`src/rtl/cap_sense_pkg.sv`:
```
// Shared types and constants for the capacitive sensor scanner.
//   state_e  : scan FSM states (idle, electrodes charging, electrodes draining)
//   DebW     : width of each channel's debounce counter
//   timer_w(): phase timer width for a given half period
package cap_sense_pkg;

    typedef enum logic [1:0] {
        StIdle,
        StCharge,
        StDischarge
    } state_e;

    localparam int unsigned DebW = 4;

    localparam int unsigned HalfPeriodDefault = 50000;
    localparam int unsigned TimerWDefault     = $clog2(HalfPeriodDefault);

    // Timer counts 0 .. half_period-1, so $clog2 bits suffice.
    function automatic int unsigned timer_w(input int unsigned half_period);
        return (half_period > 1) ? $clog2(half_period) : 1;
    endfunction

endpackage

```
`src/rtl/cap_sense_scanner_if.sv`:
```
// Pad/game-logic side bundle of the capacitive sensor scanner.
//   enable, recal, sensor_in                        : toward the scanner
//   sensor_out, count, sample_valid, cal_done, touched : from the scanner
// master = environment / game logic, slave = scanner.
interface cap_sense_scanner_if #(
    parameter int unsigned NUM_CH = 9,
    parameter int unsigned CNT_W  = 17
);
    logic                    enable;
    logic                    recal;
    logic [NUM_CH-1:0]       sensor_in;
    logic                    sensor_out;
    logic [NUM_CH*CNT_W-1:0] count;
    logic                    sample_valid;
    logic                    cal_done;
    logic [NUM_CH-1:0]       touched;

    modport master (
        output enable, recal, sensor_in,
        input  sensor_out, count, sample_valid, cal_done, touched
    );

    modport slave (
        input  enable, recal, sensor_in,
        output sensor_out, count, sample_valid, cal_done, touched
    );
endinterface

```
`src/rtl/cap_sense_channel.sv`:
```
// One electrode: 2-flop synchroniser, first-high timer capture during CHARGE, baseline
// accumulation while calibrating, threshold compare and debounced touch flag.
//   clock, reset : system clock, async active-high reset
//   sensor_in    : raw electrode input (asynchronous)
//   charging     : FSM is in CHARGE this cycle
//   timer        : phase timer (cycle index inside CHARGE)
//   commit       : last CHARGE cycle of a completed scan
//   calib        : calibration in progress (baseline not yet valid)
//   cal_last     : this commit completes calibration
//   clear        : recalibration request, drop accumulated state
//   count        : latest charge time
//   touched      : debounced touch flag
module cap_sense_channel
    import cap_sense_pkg::*;
#(
    parameter int unsigned CNT_W       = 17,
    parameter int unsigned HALF_PERIOD = 50000,
    parameter int unsigned CAL_LOG2    = 3,
    parameter int unsigned THRESH      = 200,
    parameter int unsigned DEB         = 3,
    parameter int unsigned TMR_W       = 16
) (
    input  logic             clock,
    input  logic             reset,
    input  logic             sensor_in,
    input  logic             charging,
    input  logic [TMR_W-1:0] timer,
    input  logic             commit,
    input  logic             calib,
    input  logic             cal_last,
    input  logic             clear,
    output logic [CNT_W-1:0] count,
    output logic             touched
);
    localparam int unsigned AccW = CNT_W + CAL_LOG2;

    logic [1:0]       sync_q;
    logic             found_q, found_d, found_eff;
    logic [CNT_W-1:0] raw_q, raw_d, raw_base, raw_now;
    logic [CNT_W-1:0] count_q, count_d;
    logic [CNT_W-1:0] base_q, base_d;
    logic [AccW-1:0]  acc_q, acc_d, acc_sum;
    logic [DebW-1:0]  deb_q, deb_d;
    logic             touched_q, touched_d;
    logic             above;

    always_comb begin
        // Timer value 0 marks the first CHARGE cycle: start a fresh capture that
        // saturates at HALF_PERIOD if the input never goes high.
        found_eff = (timer == '0) ? 1'b0 : found_q;
        raw_base  = (timer == '0) ? CNT_W'(HALF_PERIOD) : raw_q;
        raw_now   = (sync_q[1] && !found_eff) ? CNT_W'(timer) : raw_base;
        acc_sum   = acc_q + AccW'(raw_now);
        above     = ({1'b0, raw_now} >= ({1'b0, base_q} + (CNT_W + 1)'(THRESH)));

        found_d   = found_q;
        raw_d     = raw_q;
        count_d   = count_q;
        base_d    = base_q;
        acc_d     = acc_q;
        deb_d     = deb_q;
        touched_d = touched_q;

        if (charging) begin
            raw_d   = raw_now;
            found_d = found_eff | sync_q[1];
        end

        if (clear) begin
            acc_d     = '0;
            deb_d     = '0;
            touched_d = 1'b0;
        end else if (commit) begin
            count_d = raw_now;
            if (calib) begin
                if (cal_last) begin
                    base_d = CNT_W'(acc_sum >> CAL_LOG2);
                    acc_d  = '0;
                end else begin
                    acc_d = acc_sum;
                end
            end else if (above != touched_q) begin
                if (deb_q == DebW'(DEB - 1)) begin
                    touched_d = !touched_q;
                    deb_d     = '0;
                end else begin
                    deb_d = deb_q + 1'b1;
                end
            end else begin
                deb_d = '0;
            end
        end
    end

    always_ff @(posedge clock or posedge reset) begin
        if (reset) begin
            sync_q    <= '0;
            found_q   <= 1'b0;
            raw_q     <= '0;
            count_q   <= '0;
            base_q    <= '0;
            acc_q     <= '0;
            deb_q     <= '0;
            touched_q <= 1'b0;
        end else begin
            sync_q    <= {sync_q[0], sensor_in};
            found_q   <= found_d;
            raw_q     <= raw_d;
            count_q   <= count_d;
            base_q    <= base_d;
            acc_q     <= acc_d;
            deb_q     <= deb_d;
            touched_q <= touched_d;
        end
    end

    assign count   = count_q;
    assign touched = touched_q;

endmodule

```
`src/rtl/cap_sense_scanner.sv`:
```
// Capacitive sensor scanner: shared RC drive, per-electrode charge timing, self-calibrated
// baselines and debounced touch flags.
//   clock, reset : system clock, async active-high reset
//   bus (slave)  : enable, recal, sensor_in in; sensor_out, count, sample_valid, cal_done,
//                  touched out
module cap_sense_scanner
    import cap_sense_pkg::*;
#(
    parameter int unsigned NUM_CH      = 9,
    parameter int unsigned CNT_W       = 17,
    parameter int unsigned HALF_PERIOD = 50000,
    parameter int unsigned CAL_LOG2    = 3,
    parameter int unsigned THRESH      = 200,
    parameter int unsigned DEB         = 3
) (
    input logic                clock,
    input logic                reset,
    cap_sense_scanner_if.slave bus
);
    localparam int unsigned TmrW  = timer_w(HALF_PERIOD);
    localparam int unsigned ScanW = CAL_LOG2 + 1;

    state_e            state_q, state_d;
    logic [TmrW-1:0]   timer_q, timer_d;
    logic [ScanW-1:0]  scan_cnt_q, scan_cnt_d;
    logic              cal_done_q, cal_done_d;
    logic              sample_valid_q, sample_valid_d;
    logic              last_cycle, commit, clear, cal_last, calib, charging;

    logic [NUM_CH*CNT_W-1:0] count_w;
    logic [NUM_CH-1:0]       touched_w;

    always_comb begin
        state_d        = state_q;
        timer_d        = timer_q;
        scan_cnt_d     = scan_cnt_q;
        cal_done_d     = cal_done_q;
        sample_valid_d = 1'b0;
        commit         = 1'b0;
        clear          = 1'b0;
        cal_last       = 1'b0;
        last_cycle     = (timer_q == TmrW'(HALF_PERIOD - 1));

        if (!bus.enable) begin
            state_d = StIdle;
            timer_d = '0;
        end else begin
            unique case (state_q)
                StIdle: begin
                    state_d = StCharge;
                    timer_d = '0;
                end
                StCharge: begin
                    // recal aborts the scan and drains the electrodes before recalibrating.
                    if (bus.recal || last_cycle) begin
                        state_d = StDischarge;
                        timer_d = '0;
                        commit  = !bus.recal;
                    end else begin
                        timer_d = timer_q + 1'b1;
                    end
                end
                StDischarge: begin
                    if (last_cycle) begin
                        state_d = StCharge;
                        timer_d = '0;
                    end else begin
                        timer_d = timer_q + 1'b1;
                    end
                end
                default: begin
                    state_d = StIdle;
                    timer_d = '0;
                end
            endcase
        end

        if (commit) begin
            sample_valid_d = 1'b1;
            if (!cal_done_q) begin
                if (scan_cnt_q == ScanW'((2 ** CAL_LOG2) - 1)) begin
                    cal_last   = 1'b1;
                    cal_done_d = 1'b1;
                    scan_cnt_d = '0;
                end else begin
                    scan_cnt_d = scan_cnt_q + 1'b1;
                end
            end
        end

        if (bus.recal) begin
            clear      = 1'b1;
            cal_done_d = 1'b0;
            scan_cnt_d = '0;
        end
    end

    always_ff @(posedge clock or posedge reset) begin
        if (reset) begin
            state_q        <= StIdle;
            timer_q        <= '0;
            scan_cnt_q     <= '0;
            cal_done_q     <= 1'b0;
            sample_valid_q <= 1'b0;
        end else begin
            state_q        <= state_d;
            timer_q        <= timer_d;
            scan_cnt_q     <= scan_cnt_d;
            cal_done_q     <= cal_done_d;
            sample_valid_q <= sample_valid_d;
        end
    end

    assign charging = (state_q == StCharge);
    assign calib    = !cal_done_q;

    for (genvar i = 0; i < NUM_CH; i++) begin : g_ch
        cap_sense_channel #(
            .CNT_W       (CNT_W),
            .HALF_PERIOD (HALF_PERIOD),
            .CAL_LOG2    (CAL_LOG2),
            .THRESH      (THRESH),
            .DEB         (DEB),
            .TMR_W       (TmrW)
        ) u_ch (
            .clock     (clock),
            .reset     (reset),
            .sensor_in (bus.sensor_in[i]),
            .charging  (charging),
            .timer     (timer_q),
            .commit    (commit),
            .calib     (calib),
            .cal_last  (cal_last),
            .clear     (clear),
            .count     (count_w[i*CNT_W +: CNT_W]),
            .touched   (touched_w[i])
        );
    end

    // Driven straight from the state register so an async reset drops the drive at once.
    assign bus.sensor_out   = charging;
    assign bus.sample_valid = sample_valid_q;
    assign bus.cal_done     = cal_done_q;
    assign bus.count        = count_w;
    assign bus.touched      = touched_w;

endmodule

```
`src/flat_wrapper.sv`:
```
// flat-port wrapper written by rule: the top's interface ports become plain ports
module cap_sense_scanner_flat import cap_sense_pkg::*;
#(
    parameter int unsigned NUM_CH      = 9,
    parameter int unsigned CNT_W       = 17,
    parameter int unsigned HALF_PERIOD = 50000,
    parameter int unsigned CAL_LOG2    = 3,
    parameter int unsigned THRESH      = 200,
    parameter int unsigned DEB         = 3
)
  (clock, reset, bus_enable, bus_recal, bus_sensor_in, bus_sensor_out, bus_count, bus_sample_valid, bus_cal_done, bus_touched);
  cap_sense_scanner_if #(.NUM_CH(NUM_CH), .CNT_W(CNT_W)) bus_i ();
  input logic clock;
  input logic reset;
  input wire logic [$bits(bus_i.enable)-1:0] bus_enable;
  input wire logic [$bits(bus_i.recal)-1:0] bus_recal;
  input wire logic [$bits(bus_i.sensor_in)-1:0] bus_sensor_in;
  output wire logic [$bits(bus_i.sensor_out)-1:0] bus_sensor_out;
  output wire logic [$bits(bus_i.count)-1:0] bus_count;
  output wire logic [$bits(bus_i.sample_valid)-1:0] bus_sample_valid;
  output wire logic [$bits(bus_i.cal_done)-1:0] bus_cal_done;
  output wire logic [$bits(bus_i.touched)-1:0] bus_touched;
  assign bus_i.enable = bus_enable;
  assign bus_i.recal = bus_recal;
  assign bus_i.sensor_in = bus_sensor_in;
  assign bus_sensor_out = bus_i.sensor_out;
  assign bus_count = bus_i.count;
  assign bus_sample_valid = bus_i.sample_valid;
  assign bus_cal_done = bus_i.cal_done;
  assign bus_touched = bus_i.touched;
  cap_sense_scanner #(.NUM_CH(NUM_CH), .CNT_W(CNT_W), .HALF_PERIOD(HALF_PERIOD), .CAL_LOG2(CAL_LOG2), .THRESH(THRESH), .DEB(DEB)) u_core (.clock(clock), .reset(reset), .bus(bus_i));
endmodule
```
`config.mk`:
```
export PLATFORM = sky130hd
export DESIGN_NAME = cap_sense_scanner_flat
export DESIGN_NICKNAME = d
export VERILOG_FILES = /design/src/rtl/cap_sense_pkg.sv /design/src/rtl/cap_sense_scanner_if.sv /design/src/rtl/cap_sense_channel.sv /design/src/rtl/cap_sense_scanner.sv /design/src/flat_wrapper.sv
export SDC_FILE = /design/constraint.sdc
export NUM_CORES = 2
export LEC_CHECK = 0
export BUFFER_PORTS_ARGS = -buffer_cell sky130_fd_sc_hd__clkbuf_2
export CORE_MARGIN = 2
export CORE_UTILIZATION = 57
export CTS_CLUSTER_SIZE = 8
export DETAILED_ROUTE_END_ITERATION = 7
export PLACE_DENSITY = 0.78
export SETUP_SLACK_MARGIN = 0.15
export SLEW_MARGIN = 20
export SYNTH_ARGS = -nofsm -noshare
export SYNTH_HDL_FRONTEND = slang
export SYNTH_SLANG_ARGS = --single-unit
```
`constraint.sdc`:
```
create_clock -name clock -period 23.4 [get_ports clock]
set_input_delay 2.34 -clock clock [delete_from_list [all_inputs] [get_ports clock]]
set_output_delay 2.34 -clock clock [all_outputs]
set_load 0.005 [all_outputs]
```
Yosys cells after proc, flatten, opt, wreduce, memory -nomap -nowiden. Index checks and enable logic that the tools add are counted.

$add $sub $neg: 29. Mux-type cells: 176. Order comparisons: 9. Equal/unequal tests: 26. Bitwise operators: 11. Reduce and logical (&&, ||, !) cells: 67.

Operators with widths (count): 2-to-1 mux 20 bit (36); 2-to-1 mux 17 bit (18); 2-to-1 mux 4 bit (49); adder 20 x 17 -> 20 bit (9); adder 17 x 8 -> 18 bit, second input constant (9); >= comparator 17 x 18 -> 1 bit (9); 2-to-1 mux 1 bit (65); 2-to-1 mux 16 bit (3); nonzero test 2 bit (21); adder 4 x 1 -> 4 bit, second input constant (10); AND reduction 4 bit (10); equality test 4 x 2 -> 1 bit, second input constant (9); one-hot mux 16 bit (2 select lines) (1); logical NOT 1 bit (19); adder 16 x 1 -> 16 bit, second input constant (1); equality test 16 bit, second input constant (1); logical NOT 16 bit (1); AND reduction 2 bit (5); logical AND 1 bit (9); inequality test 1 bit (9); bitwise OR 1 bit (9); 2-to-1 mux 2 bit (3); inequality test 3 x 2 -> 1 bit, second input constant (2); one-hot mux 2 bit (3 select lines) (1); other kinds (7) (9).

Register bits: 735. Word-level logic and storage cells: 395.

Longest topological paths before layout.
Word-level depth: 11. Gate-level depth with buffers: 22. Depth with buffers taken out: 19.

By module. Synthesis repeated with hierarchy kept, for this count alone.

Cells, all modules: 4405. Area total of the unflattened synthesis: 43417.9 µm².

Modules (own cells, without submodules): cap_sense_channel at u_core.g_ch[0].u_ch ... (seq. area each 1976.9 µm², cells each 471, area each 4693.3 µm², instances 6); cap_sense_channel at u_core.g_ch[2].u_ch (seq. area each 1976.9 µm², cells each 496, area each 4688.2 µm², instances 1); cap_sense_channel at u_core.g_ch[8].u_ch (seq. area each 1976.9 µm², cells each 485, area each 4657.0 µm², instances 1); cap_sense_channel at u_core.g_ch[7].u_ch (seq. area each 1976.9 µm², cells each 466, area each 4593.2 µm², instances 1); cap_sense_scanner (seq. area each 600.6 µm², cells each 132, area each 1320.0 µm², instances 1).

Worst setup path after synthesis. OpenSTA, ideal clock, no wires.

Path type: register -> register. From: register u_core.timer_q[0]. To: register u_core.g_ch[5].u_ch.base_q[15]. Library setup time: 0.135 ns. Stages on the path, launching flop included: 22. Buffers on the path: 3. Setup slack: 18.838 ns. Required time: 23.265 ns. Clock period less this slack: 4.562 ns. Data arrival time: 4.428 ns. Cell sequence: dfrtp_1 -> clkbuf_1 -> inv_1 -> ha_1 -> nor4b_1 -> nand3_1 -> nand2_1 -> and2_1 -> clkbuf_1 -> clkbuf_1 -> a21oi_1 -> inv_1 -> ha_1 -> fa_1 -> a21oi_1 -> nor2_1 -> o31ai_1 -> o211a_1 -> nor4b_1 -> o41ai_1 -> xnor2_1 -> o21ai_0.

Elaborated cells between the ends (all ways): 14.

RTL lines: start: declaration (line cap_sense_scanner.sv:24) `logic [TmrW-1:0] timer_q, timer_d;`; start signal: assignment (line cap_sense_scanner.sv:107) `timer_q <= timer_d;`; logical NOT 16 bit (line cap_sense_channel.sv:50, cap_sense_channel.sv:51); 2-to-1 mux 1 bit (line cap_sense_channel.sv:50) `found_eff = (timer == '0) ? 1'b0 : found_q;`; logical NOT 1 bit (line cap_sense_channel.sv:52) `raw_now = (sync_q[1] && !found_eff) ? CNT_W'(timer) : raw_base;`; logical AND 1 bit (line cap_sense_channel.sv:52); 2-to-1 mux 17 bit (*) (line cap_sense_channel.sv:52); net u_core.g_ch[5].u_ch.raw_now[0] (line cap_sense_channel.sv:39) `logic [CNT_W-1:0] raw_q, raw_d, raw_base, raw_now;`; adder 20 x 17 -> 20 bit (*) (line cap_sense_channel.sv:53) `acc_sum = acc_q + AccW'(raw_now);`; end signal: assignment (line cap_sense_channel.sv:110) `base_q <= base_d;`; end: declaration (line cap_sense_channel.sv:41) `logic [CNT_W-1:0] base_q, base_d;`.

The timed path passes the listed nets; every way through them passes the cells marked *. A chain may end at the register's enable or synchronous reset.

Final worst setup path.
From: register u_core.timer_q[7]. To: register u_core.g_ch[5].u_ch.base_q[15].

Elaborated cells between the ends (all ways): 14.

RTL lines (line): logical NOT 16 bit (*) (cap_sense_channel.sv:50, cap_sense_channel.sv:51); 2-to-1 mux 1 bit (cap_sense_channel.sv:50); logical NOT 1 bit (cap_sense_channel.sv:52); logical AND 1 bit (cap_sense_channel.sv:52); 2-to-1 mux 17 bit (*) (cap_sense_channel.sv:52); net u_core.g_ch[5].u_ch.raw_now[0] (cap_sense_channel.sv:39); adder 20 x 17 -> 20 bit (*) (cap_sense_channel.sv:53).

Marked as above.

==> impl_results.md <==
* Die Width at 276 um
* Routed vias/inst at between 6 and 7
* Residual DRC at 11
* Post-route ant nets at 0
* Ys flop type: dfrtp_1
* Synth cell types at 77
* Pre-CTS setup slack at roughly 17 ns
* Antenna violations before repair at 3
* Core Box Area at ~73,000 um2
* Critical Path Fanout Max at 71
* Largest net degree at the start of global routing at approximately 190
* CTS root buf: clkbuf_16
* Final wirelength at 113,000 um
* Leakage at between 20 and 25 nW
* CTS tree: yes
* Chip height at around 280 um
* Fmax at ~150 MHz
* RSZ-0062 raised after global routing: false
* GP Congestion at 0.914
* Max cap viols at 0
* Gr busiest metal: met2
* Ant. Diodes at 0
* Crit Path Category: flip-flop to flip-flop
* TritonCTS Buffers at around 100
* Number of synthesized flops with an enable pin at 0
* Layout cells sized above 1 at around a tenth
* Required @ worst endpoint at 23.90 ns
* First-pass GRT wire length at between 150,000 and 200,000 um
* Via count at roughly 35,000
* Setup bufs post-CTS at 0
* M2 GR Usage at a little under half
* VDD IR max at ~0.000063 V
* Initial drt markers at between 3,000 and 4,000
* Startpoint Class: flip-flop
* Top-count cell post-synth: dfrtp_1
* Synth cell count leaders: 735 x dfrtp_1, 695 x nand2_1, 526 x o21ai_0
* Die ar. at about 76,000 um2
* Max Clock Skew at roughly 0.034 ns
* Synth area leader: dfrtp_1
* Port Buffers at approximately 180
* Hold crit path type: flip-flop to flip-flop
* Post-route setup TNS at 0 ns
* Hpwl dp at about 76,000 um
* Syn Inst Count at approximately 4,600
* Min setup slack post-route at approximately 17 ns
* Slew HR at between 20% and 30%
* Final Cycle Share at roughly 28%
* Post-DR wirelength/cell at 19.9 um
* Overflow after GRT at 0
* Arr. time, crit path at 7.17 ns
* Mean cell area of the mapped netlist at 9.14 um2
* Max Slew Vio Count at 0
* Utilization after layout at roughly 63%
* Status: complete, but fails checks
* Num rows at just under 100
* Detailed-router iteration count before antenna repair at 7
* Ys Warns at 0
* Synth top area share at around 44%
* Worst slew pin tran at approximately 1.2 ns
* Failing checks: design-rule violations
* Global-route track usage on met3 at under 10%
* Ys async rst share at 100%
* Final min period at roughly 6.7 ns
* Hold bufs inserted after CTS at 0
* Worst hold slack at 0.345 ns
* CP endpoint kind: flip-flop
* H-tree depth at 3
* Vias in the first global route at 33,100
* Syn-to-layout area delta at 10.2%
* Worst skew pair latency at a little under 0.7 ns
* Syn_nets at about 5,000
* Final hold vios at 0
* Initial core utilization at around 58%
* Final setup fails at 0
* Post-synthesis sequential area ratio at 43.7%
* Max clock buf depth at 3
* # nets final at 5,078
* Worst-path clk slew at roughly 0.050 ns
* GR Util met1 at around two fifths
* Seq cells post-synth at 735
* Cts repair resizes at 0
* GR Util All Layers at ~30%
* Post-Syn Area at roughly 42,000 um2
* IO Pins at 178
* Sink Count at 735
* PD cells at ~72 nW/um2
* Synth area leaders: dfrtp_1 44%, ha_1 10%, o21ai_0 6.3%
through the flow:
stage               instance area [um2]  instances  total power (W)
floorplan                         42100       4604          0.00190
global placement                  43700       5568          0.00201
detailed placement                43700       5568          0.00203
CTS                               46300       5677          0.00333
global route                      46400       5681          0.00347
finish                            46400       5681          0.00333
where the power goes:
part | internal [W] | switching (W) | total, W
clock | 0.000757 | 0.000540 | 0.00130
combinational | 0.000202 | 0.000343 | 0.000545
sequential | 0.00142 | 0.0000681 | 0.00148
total | 0.00238 | 0.000951 | 0.00333
logic make-up after synthesis:
family	count (synthesis)	synth area share, %
AO/OA/AOI/OAI	1263	17.1
XOR/XNOR	288	5.99
adder cells (fa/ha/maj)	349	10.5
buffers and inverters	400	3.86
flip-flops	735	43.7
multiplexers	113	3.01
AND/OR/NAND/NOR	1456	15.8
metal layers:
metal	routed length [um]	share of wire [%]
met3	8200	7.3
met1	48700	43
met2	51700	46
met4	4200	3.7
met5	40	0.035
cell type report:
cell class              count  area [um2]
clock buffers             102        2530
clock inverters             7        98.8
fillers                  6002       26700
inverters                 188         713
multi-input cells        3469       22100
flip-flops and latches    735       18400
well taps                 959        1200
repair buffers            221        1300
worst max-delay path: stages, from the launching register on:
cell and delay, ns:
dfrtp_1 0.72, or4_1 0.66, nor2_1 0.33, nand3_4 0.40
buf_4 0.51, nand2_1 0.17, nand2_1 0.30, and3_1 0.31
a21oi_1 0.31, inv_1 0.09, ha_1 0.25, fa_1 0.42
a21oi_1 0.24, nor2_1 0.08, o31ai_1 0.56, o211a_1 0.27
nor4b_1 0.05, o41ai_1 0.57, xnor2_1 0.18, o21ai_0 0.08
registers in the layout (all words and copies together) (netlist names):
register / flops
u_core.g_ch.u_ch.acc_q: 180
u_core.g_ch.u_ch.found_q: 9
u_core.g_ch.u_ch.count: 153
u_core.state_q: 2
u_core.g_ch.u_ch.base_q: 153
u_core.g_ch.u_ch.sync_q: 18
u_core.timer_q: 16
u_core.g_ch.u_ch.deb_q: 36
u_core.g_ch.u_ch.raw_q: 153
u_core.g_ch.u_ch.touched: 9
u_core.bus.sample_valid: 1
u_core.scan_cnt_q: 4
u_core.bus.cal_done: 1
path summary, 6_finish.rpt:
check                                              start                              to  slack, ns  depth (start not counted)
max                                    u_core.timer_q[7]  u_core.g_ch[5].u_ch.base_q[15]      16.73                         19
min                        u_core.g_ch[2].u_ch.sync_q[0]   u_core.g_ch[2].u_ch.sync_q[1]       0.34                          0
max reg2reg                            u_core.timer_q[7]  u_core.g_ch[5].u_ch.base_q[15]      16.73                         19
min reg2reg                u_core.g_ch[2].u_ch.sync_q[0]   u_core.g_ch[2].u_ch.sync_q[1]       0.34                          0
max in group asynchronous                          reset   u_core.g_ch[5].u_ch.count[14]      18.58                          6
min in group asynchronous                          reset   u_core.g_ch[3].u_ch.count[14]       1.80                          2
cells in the final DEF (no fill, tap or decap), types with 17 or more instances in the layout:
cell       synthesis  final
o21ai_0          526    526
and2_1            23     23
nand4_1           52     52
and3_1           127    126
o21bai_1          25     25
xnor2_1          125    125
mux2_2           108    108
a22o_1            28     28
nand2b_1          22     22
o211ai_1          19     19
a31oi_1           28     28
o21ai_1           78     78
nor2_1           254    251
nor3_1            54     52
xor2_1           163    163
inv_1            187    186
nand3_1          107    105
a211oi_1          25     25
ha_1             340    339
a21o_1            55     55
dfrtp_1          735    735
o21a_1            17     17
nor2b_1           27     27
nand2_1          695    694
clkbuf_2           1    177
a21oi_1          362    362
clkbuf_16          0    101
buf_4              9     37
o31ai_1           17     17
No activity file was read; power rests on OpenSTA's default activity.
